## config.mk

```make
export PLATFORM = sky130hd
export DESIGN_NAME = tlc_lane_request_unit
export DESIGN_NICKNAME = d
export VERILOG_FILES = /design/src/rtl/tlc_lane_request_unit.sv
export SDC_FILE = /design/constraint.sdc
export NUM_CORES = 1
export LEC_CHECK = 0
export CAP_MARGIN = 5
export CORE_UTILIZATION = 51
export CTS_CLUSTER_DIAMETER = 50
export CTS_CLUSTER_SIZE = 16
export DETAILED_ROUTE_END_ITERATION = 8
export PLACE_DENSITY_LB_ADDON = 0.1
export SYNTH_ARGS = -nofsm -noshare
export SYNTH_HDL_FRONTEND = slang
export SYNTH_SLANG_ARGS = --single-unit
export TNS_END_PERCENT = 50
```

## constraint.sdc

```tcl
create_clock -name Clock -period 3.7 [get_ports Clock]
set_input_delay 0.925 -clock Clock [delete_from_list [all_inputs] [get_ports Clock]]
set_output_delay 0.925 -clock Clock [all_outputs]
set_load 0.05 [all_outputs]
```

## src/rtl/tlc_lane_request_unit.sv

```systemverilog
`default_nettype none
// ============================================================================
// Module   : tlc_lane_request_unit
// Purpose  : Sensor-side companion to the traffic light controller.
//            Synchronises and debounces four raw vehicle detectors, keeps a
//            per-lane call/serve state machine that latches a call until the
//            lane has been served, decodes the controller's 7-segment
//            countdown back to binary and flags illegal lamp/timer codes.
// Ports    :
//   Clock, Reset            - system clock (shared with controller), sync
//                             active-high reset
//   det_e/det_nl/det_el/det_w - raw asynchronous vehicle detectors
//   ETL/NLTL/ELTL/WTL [6:0] - lamp codes from the controller
//   timer [6:0]             - 7-seg countdown code from the controller
//   fault_clear             - clears the sticky code_fault flag
//   E/NL/EL/W               - registered lane requests to the controller
//   timer_val [1:0]         - registered decoded countdown value
//   timer_valid             - registered, 1 when the timer code was legal
//   code_fault              - sticky illegal-code flag
// Revision : 1.0 - initial release
// ============================================================================
module tlc_lane_request_unit #(
  parameter int DEB_CYCLES = 4,
  parameter int DEB_W      = 4
) (
  input  logic       Clock,
  input  logic       Reset,
  input  logic       det_e,
  input  logic       det_nl,
  input  logic       det_el,
  input  logic       det_w,
  input  logic [6:0] ETL,
  input  logic [6:0] NLTL,
  input  logic [6:0] ELTL,
  input  logic [6:0] WTL,
  input  logic [6:0] timer,
  input  logic       fault_clear,
  output logic       E,
  output logic       NL,
  output logic       EL,
  output logic       W,
  output logic [1:0] timer_val,
  output logic       timer_valid,
  output logic       code_fault
);

  localparam logic [6:0] LAMP_GREEN  = 7'b0010000;
  localparam logic [6:0] LAMP_YELLOW = 7'b0010001;
  localparam logic [6:0] LAMP_RED    = 7'b0101111;

  localparam logic [6:0] SEG_0 = 7'b1000000;
  localparam logic [6:0] SEG_1 = 7'b1111001;
  localparam logic [6:0] SEG_2 = 7'b0100100;
  localparam logic [6:0] SEG_3 = 7'b0110000;

  localparam logic [1:0] ST_IDLE    = 2'd0;
  localparam logic [1:0] ST_CALL    = 2'd1;
  localparam logic [1:0] ST_SERVING = 2'd2;

  localparam logic [DEB_W-1:0] DEB_LAST = DEB_W'(DEB_CYCLES - 1);

  // Lane index: 0=E, 1=NL, 2=EL, 3=W
  logic [3:0] det_raw;
  logic [6:0] lamp [4];
  logic [3:0] req;
  logic [3:0] lamp_legal;

  assign det_raw = {det_w, det_el, det_nl, det_e};
  assign lamp[0] = ETL;
  assign lamp[1] = NLTL;
  assign lamp[2] = ELTL;
  assign lamp[3] = WTL;

  assign E  = req[0];
  assign NL = req[1];
  assign EL = req[2];
  assign W  = req[3];

  for (genvar i = 0; i < 4; i++) begin : g_lane
    logic             s1;
    logic             s2;
    logic             deb;
    logic [DEB_W-1:0] cnt;
    logic [1:0]       state;
    logic [1:0]       state_nx;
    logic             req_q;
    logic             is_green;

    // Illegal lamp codes fall out as not-Green here automatically.
    assign is_green      = (lamp[i] == LAMP_GREEN);
    assign lamp_legal[i] = (lamp[i] == LAMP_GREEN) || (lamp[i] == LAMP_YELLOW) ||
                           (lamp[i] == LAMP_RED);

    // Two-flop synchroniser followed by a run-length debouncer: the level
    // only flips after DEB_CYCLES consecutive disagreeing samples.
    always_ff @(posedge Clock) begin
      if (Reset) begin
        s1  <= 1'b0;
        s2  <= 1'b0;
        deb <= 1'b0;
        cnt <= '0;
      end else begin
        s1 <= det_raw[i];
        s2 <= s1;
        if (s2 == deb) begin
          cnt <= '0;
        end else if (cnt == DEB_LAST) begin
          deb <= s2;
          cnt <= '0;
        end else begin
          cnt <= cnt + DEB_W'(1);
        end
      end
    end

    always_comb begin
      state_nx = state;
      case (state)
        ST_IDLE: begin
          if (deb) state_nx = ST_CALL;
        end
        ST_CALL: begin
          if (is_green)  state_nx = ST_SERVING;
          else if (!deb) state_nx = ST_IDLE;
        end
        ST_SERVING: begin
          if (!deb)           state_nx = ST_IDLE;
          else if (!is_green) state_nx = ST_CALL;
        end
        default: state_nx = ST_IDLE;
      endcase
    end

    // Request is registered alongside the state so it is a clean Moore
    // output with no path from the controller's lamp inputs.
    always_ff @(posedge Clock) begin
      if (Reset) begin
        state <= ST_IDLE;
        req_q <= 1'b0;
      end else begin
        state <= state_nx;
        req_q <= (state_nx != ST_IDLE);
      end
    end

    assign req[i] = req_q;
  end

  logic       tmr_legal;
  logic [1:0] tmr_dec;

  always_comb begin
    tmr_legal = 1'b1;
    tmr_dec   = 2'd0;
    case (timer)
      SEG_0:   tmr_dec = 2'd0;
      SEG_1:   tmr_dec = 2'd1;
      SEG_2:   tmr_dec = 2'd2;
      SEG_3:   tmr_dec = 2'd3;
      default: tmr_legal = 1'b0;
    endcase
  end

  logic fault_set;
  assign fault_set = !tmr_legal || !(&lamp_legal);

  always_ff @(posedge Clock) begin
    if (Reset) begin
      timer_val   <= 2'd0;
      timer_valid <= 1'b0;
      code_fault  <= 1'b0;
    end else begin
      timer_valid <= tmr_legal;
      if (tmr_legal) timer_val <= tmr_dec;
      // Set has priority over clear so a fault in the clearing cycle is kept.
      if (fault_set)        code_fault <= 1'b1;
      else if (fault_clear) code_fault <= 1'b0;
    end
  end

endmodule
`default_nettype wire

```

Word-level counts from Yosys, hierarchy flattened
Index checks and enable logic that the tools add are counted.
Word-level totals
  flip-flop bits (word level): 44
  output and inout port bits: 8
  logic and storage cells: 125
Cells by class
  add/subtract/negate cells: 4
  equality and inequality tests: 32
  muxes and demuxes: 28
  bitwise operators: 4
  reduce and logical (&&, ||, !) cells: 30
Operators with widths (count)
  7-bit by 5-bit equality test with 1-bit output, second input constant: 8
  7-bit by 6-bit equality test with 1-bit output, second input constant: 6
  2-bit two-way mux: 20
  2-bit case mux with 3 select lines: 5
  4-bit by 1-bit adder with 4-bit output, second input constant: 4
  4-bit by 2-bit equality test with 1-bit output, second input constant: 4
  7-bit equality test, second input constant: 2
  3-bit OR reduction: 4
  2-bit nonzero test: 5
  1-bit logical OR: 9
  2-bit by 1-bit equality test with 1-bit output, second input constant: 4
  2-bit equality test, second input constant: 4
  2-bit logical NOT: 4
  2-bit AND reduction: 4
  1-bit equality test: 4
  1-bit inverter: 4
  4-bit AND reduction: 1
  4-bit OR reduction: 1
  1-bit two-way mux: 3
  1-bit logical NOT: 2

Logic depth before layout (Yosys ltp)
  depth after elaboration: 7
  depth in mapped cells: 4
  mapped depth without buffers: 4

Worst setup path after synthesis
No wires, ideal clock.
  path kind: input to register
  start point: input port ETL[1]
  end point: register g_lane[0].state[0]
  arrival time: 1818 ps
  data required time: 3577 ps
  setup slack: 1759 ps
  cell stages on the path: 4
  path through: or4_4 nor3_4 maj3_1 nor3b_1
Between the ends
  word-level cells in the longest chain between the ends: 4
  elaborated cells on any way between the ends: 5
  those cells by class: eq/ne: 1; mux: 4
RTL lines
  start: declaration: RTL line 32  | input logic [6:0] ETL,
  7-bit by 5-bit equality test with 1-bit output *: RTL line 90  | assign is_green = (lamp[i] == LAMP_GREEN);
  2-bit two-way mux: RTL line 128  | else if (!is_green) state_nx = ST_CALL;
  2-bit two-way mux: RTL line 127  | if (!deb) state_nx = ST_IDLE;
  2-bit case mux with 3 select lines *: RTL line 118  | case (state)
  end signal: assignment: RTL line 141  | state <= state_nx;
  end: declaration: RTL line 84  | logic [1:0] state;
Mark *: on every way between the ends. The rest lies on a longest branch, timed or not.
A chain may end at the register's enable or synchronous reset.

Worst setup path in the final report
  start point: register code_fault
  end point: output port code_fault
RTL lines
  start: declaration: RTL line 44  | output logic code_fault
  start signal: assignment: RTL line 171  | code_fault <= 1'b0;
  start signal: assignment: RTL line 176  | if (fault_set) code_fault <= 1'b1;
  start signal: assignment: RTL line 177  | else if (fault_clear) code_fault <= 1'b0;
No word-level cell between the ends.

==> results.py <==
metrics = {
    "run_status": {
        "status": "complete, no violations",
    },
    "global_route": {
        "grt_max_degree": 23,
        "grt_pass1_vias": 1576,
        "antenna_found_initial": 0,
        "grt_usage": 0.212,
        "grt-ovfl-total": 0,
        "grt_first_pass_wirelength_um": 6500,
    },
    "detailed_routing": {
        "drc": 0,
        "wl_per_cell_um": 13.2,
        "wl_um": 3780,
        "drtPass1Iterations": 4,
        "wl_met3_um": 176,
        "avgViaCountPerCell": 5.30,
        "ant_nets": 0,
        "wl_met2_um": 2160,
        "detail_route.iter0.violations": 52,
        "wl_met1_um": 1420,
        "highest_layer": "met4",
        "vias": 1520,
    },
    "timing": {
        "max_freq_mhz": 409,
        "clock_skew_ps": 6.52,
        "setup_viol": 0,
        "worst_slack_ps": 1260,
        "tightest_slew_ps": 791,
        "final.setup.tns_ps": 0,
        "slew_violations": 0,
        "min_period_ps": 2440,
        "final_hold_viol_count": 0,
        "max_slew_margin": 0.471,
        "rsz0062_at_grt": "false",
        "finalCritPeriodShare": 0.660,
    },
    "worst_setup_path": {
        "startpoint": "code_fault",
        "crit_buf_inv": 1,
        "worstSetupEndpointType": "primary output",
        "arrival_ps": 1520,
        "crit_cells": 1,
        "crit_chain": "clkdlybuf4s50_1",
        "critPathMaxStageDelay_ps": 820,
        "cpMaxStageDelayCell": "clkdlybuf4s50_1",
        "crit_fanout": 2,
        "reg2reg_slack_ps": 2350,
        "crit_type": "reg -> out",
        "rr_endpoint": "g_lane[3].cnt[2]",
        "r2r-start": "g_lane[3].cnt[0]",
        "r2r_cells": 4,
        "crit_family": "buffers and inverters",
        "required_ps": 2770,
        "critPathLaunchType": "flop",
    },
    "layout": {
        "num_antenna_cells": 0,
        "synthToLayoutAreaGrowth_pct": 32.3,
        "fill_cells": 273,
        "layout_commonest_cell": "clkdlybuf4s50_1",
        "layout_common_cells": "clkdlybuf4s50_1 (49), dfxtp_1 (44), nor2_1 (23)",
        "nNetsFinal": 286,
        "drive_gt1_frac": 0.108,
    },
    "power_and_ir_drop": {
        "combPwrFrac": 0.105,
        "p_per_area_mw_per_mm2": 324,
        "switchingPower_w": 0.000180,
        "clkPwrFrac": 0.292,
        "ir_drop_mv": 0.279,
        "p_seq_frac": 0.603,
        "p_sw_frac": 0.224,
        "p_leak_nw": 0.855,
        "internal-power_w": 0.000622,
    },
    "yosys": {
        "yosysSeqAreaShare": 0.471,
        "synth_compound_area_frac": 0.0703,
        "synth_top_family_by_area": "simple AND/OR/NAND/NOR gates",
        "postSynthCellCount": 186,
        "synth-adder-area-share": 0.0489,
        "syn_area_mm2": 0.00187,
        "synth.distinct_cells": 39,
        "muxShareOfSynthArea": 0.0455,
        "yosys.area_share.simple": 0.286,
        "ys_seq_elements": 44,
        "syn_avg_cell_area_um2": 10.0,
        "yosys_warnings": 0,
        "synthArstFlopShare": 0,
        "synth-edff-count": 0,
        "synth_xor_area_frac": 0.0609,
        "synth_ff_type": "dfxtp_1",
        "synth_nets": 232,
    },
    "min_path": {
        "hold_start": "g_lane[0].s1",
        "hold_path.class": "reg -> reg",
        "min_path_cells": 1,
        "worstHoldEndpoint": "g_lane[0].s2",
    },
    "die": {
        "rows": 21,
        "die_w_um": 62.5,
        "coreArea_mm2": 0.00342,
        "die-height_um": 62.5,
        "start_util": 0.547,
        "die_area_mm2": 0.00391,
        "io_pins": 50,
    },
    "clock_network": {
        "post_cts_buffers": 0,
        "clockBufferDepth": 2,
        "clkSinkCount": 44,
        "insertion_delay_ps": 340,
        "root_buffer": "clkbuf_4",
        "cts.clk_slew.worst_paths_ps": 120,
        "htreeDepth": 2,
        "ctsResizeCount": 0,
        "postCtsHoldBufs": 0,
        "cts_buffers": 5,
        "tritoncts": "done",
    },
    "placement": {
        "hpwlAfterDp_um": 2960,
        "dp_slack_ps": 1120,
        "gp_congestion": 0.787,
        "portBuffers": 49,
    },
    "run": {
        "drv_cap": 0,
    },
}
==> cell type report <==
class                           instances  area, µm²  area share
Multi-Input combinational cell        134        957       0.387
Clock buffer                            6       51.3      0.0207
Tap cell                               46       57.6      0.0233
Clock inverter                          2       10.0     0.00405
Inverter                                5       18.8     0.00759
Timing Repair Buffer                   50        498       0.201
Sequential cell                        44        881       0.356
==> worst max path at each step <==
stage                               endpoint  slack [ps]
after CTS                         code_fault        1240
after floorplan           g_lane[0].state[0]        1760
after global routing              code_fault        1200
final                             code_fault        1260
after detailed placement    g_lane[1].cnt[3]        1120
after global placement            code_fault        1180
==> synthesized netlist by cell type (all sizes together), types with 2 or more instances <==
cell,count,area (µm²)
dfxtp,44,881
nor2,23,86.3
nor3b,12,95.1
nand3,9,45.0
nor2b,9,56.3
nand2,8,30.0
xnor2,8,70.1
a21oi,7,35.0
or4,6,56.3
inv,5,18.8
nor3,5,58.8
xor2,5,43.8
a211oi,4,45.1
ha,4,50.1
maj3,4,41.3
mux2,4,45.0
mux2i,4,40.0
o21ai,4,23.8
or3,4,25.0
nand2b,3,18.8
buf,2,8.75
nor4,2,12.5
==> metal layers <==
metal | vias up | track usage
li1 | 771 | -
met5 | - | 0
met3 | 2 | 0.0620
met2 | 40 | 0.435
met1 | 707 | 0.194
met4 | 0 | 0.0610
==> flip-flops by register name, indices dropped and copies added, names as in the netlist <==
name and flops:
timer_val 2, NL 1, EL 1, E 1, timer_valid 1, g_lane.s1 4
g_lane.cnt 16, g_lane.state 8, g_lane.deb 4, code_fault 1, g_lane.s2 4, W 1
==> metrics by stage <==
stage | area (µm²) | hold slack [ps] | power (W) | instances | utilization
after detailed placement | 2410 | 425 | 0.000578 | 279 | 0.706
final | 2470 | 449 | 0.000802 | 287 | 0.724
after global placement | 2410 | 419 | 0.000574 | 279 | 0.706
after floorplan | 1870 | 414 | 0.000520 | 186 | -
after global routing | 2470 | 471 | 0.000838 | 287 | 0.724
after CTS | 2470 | 453 | 0.000806 | 287 | 0.724
==> power groups by stage <==
stage	Clock [W]	Sequential [W]	Combinational, W
after global placement	0	0.000494	0.0000805
after global routing	0.000262	0.000484	0.0000919
after detailed placement	0	0.000494	0.0000844
final	0.000234	0.000483	0.0000844
after CTS	0.000238	0.000483	0.0000847
after floorplan	0	0.000497	0.0000235
==> logic make-up after synthesis <==
kind of cell	count (synthesis)
buf+inv	8
xor+xnor	13
fa+ha+maj	8
compound gates	18
simple gates	87
mux	8
flops	44
Note: power is estimated with default switching activity, not from simulation.
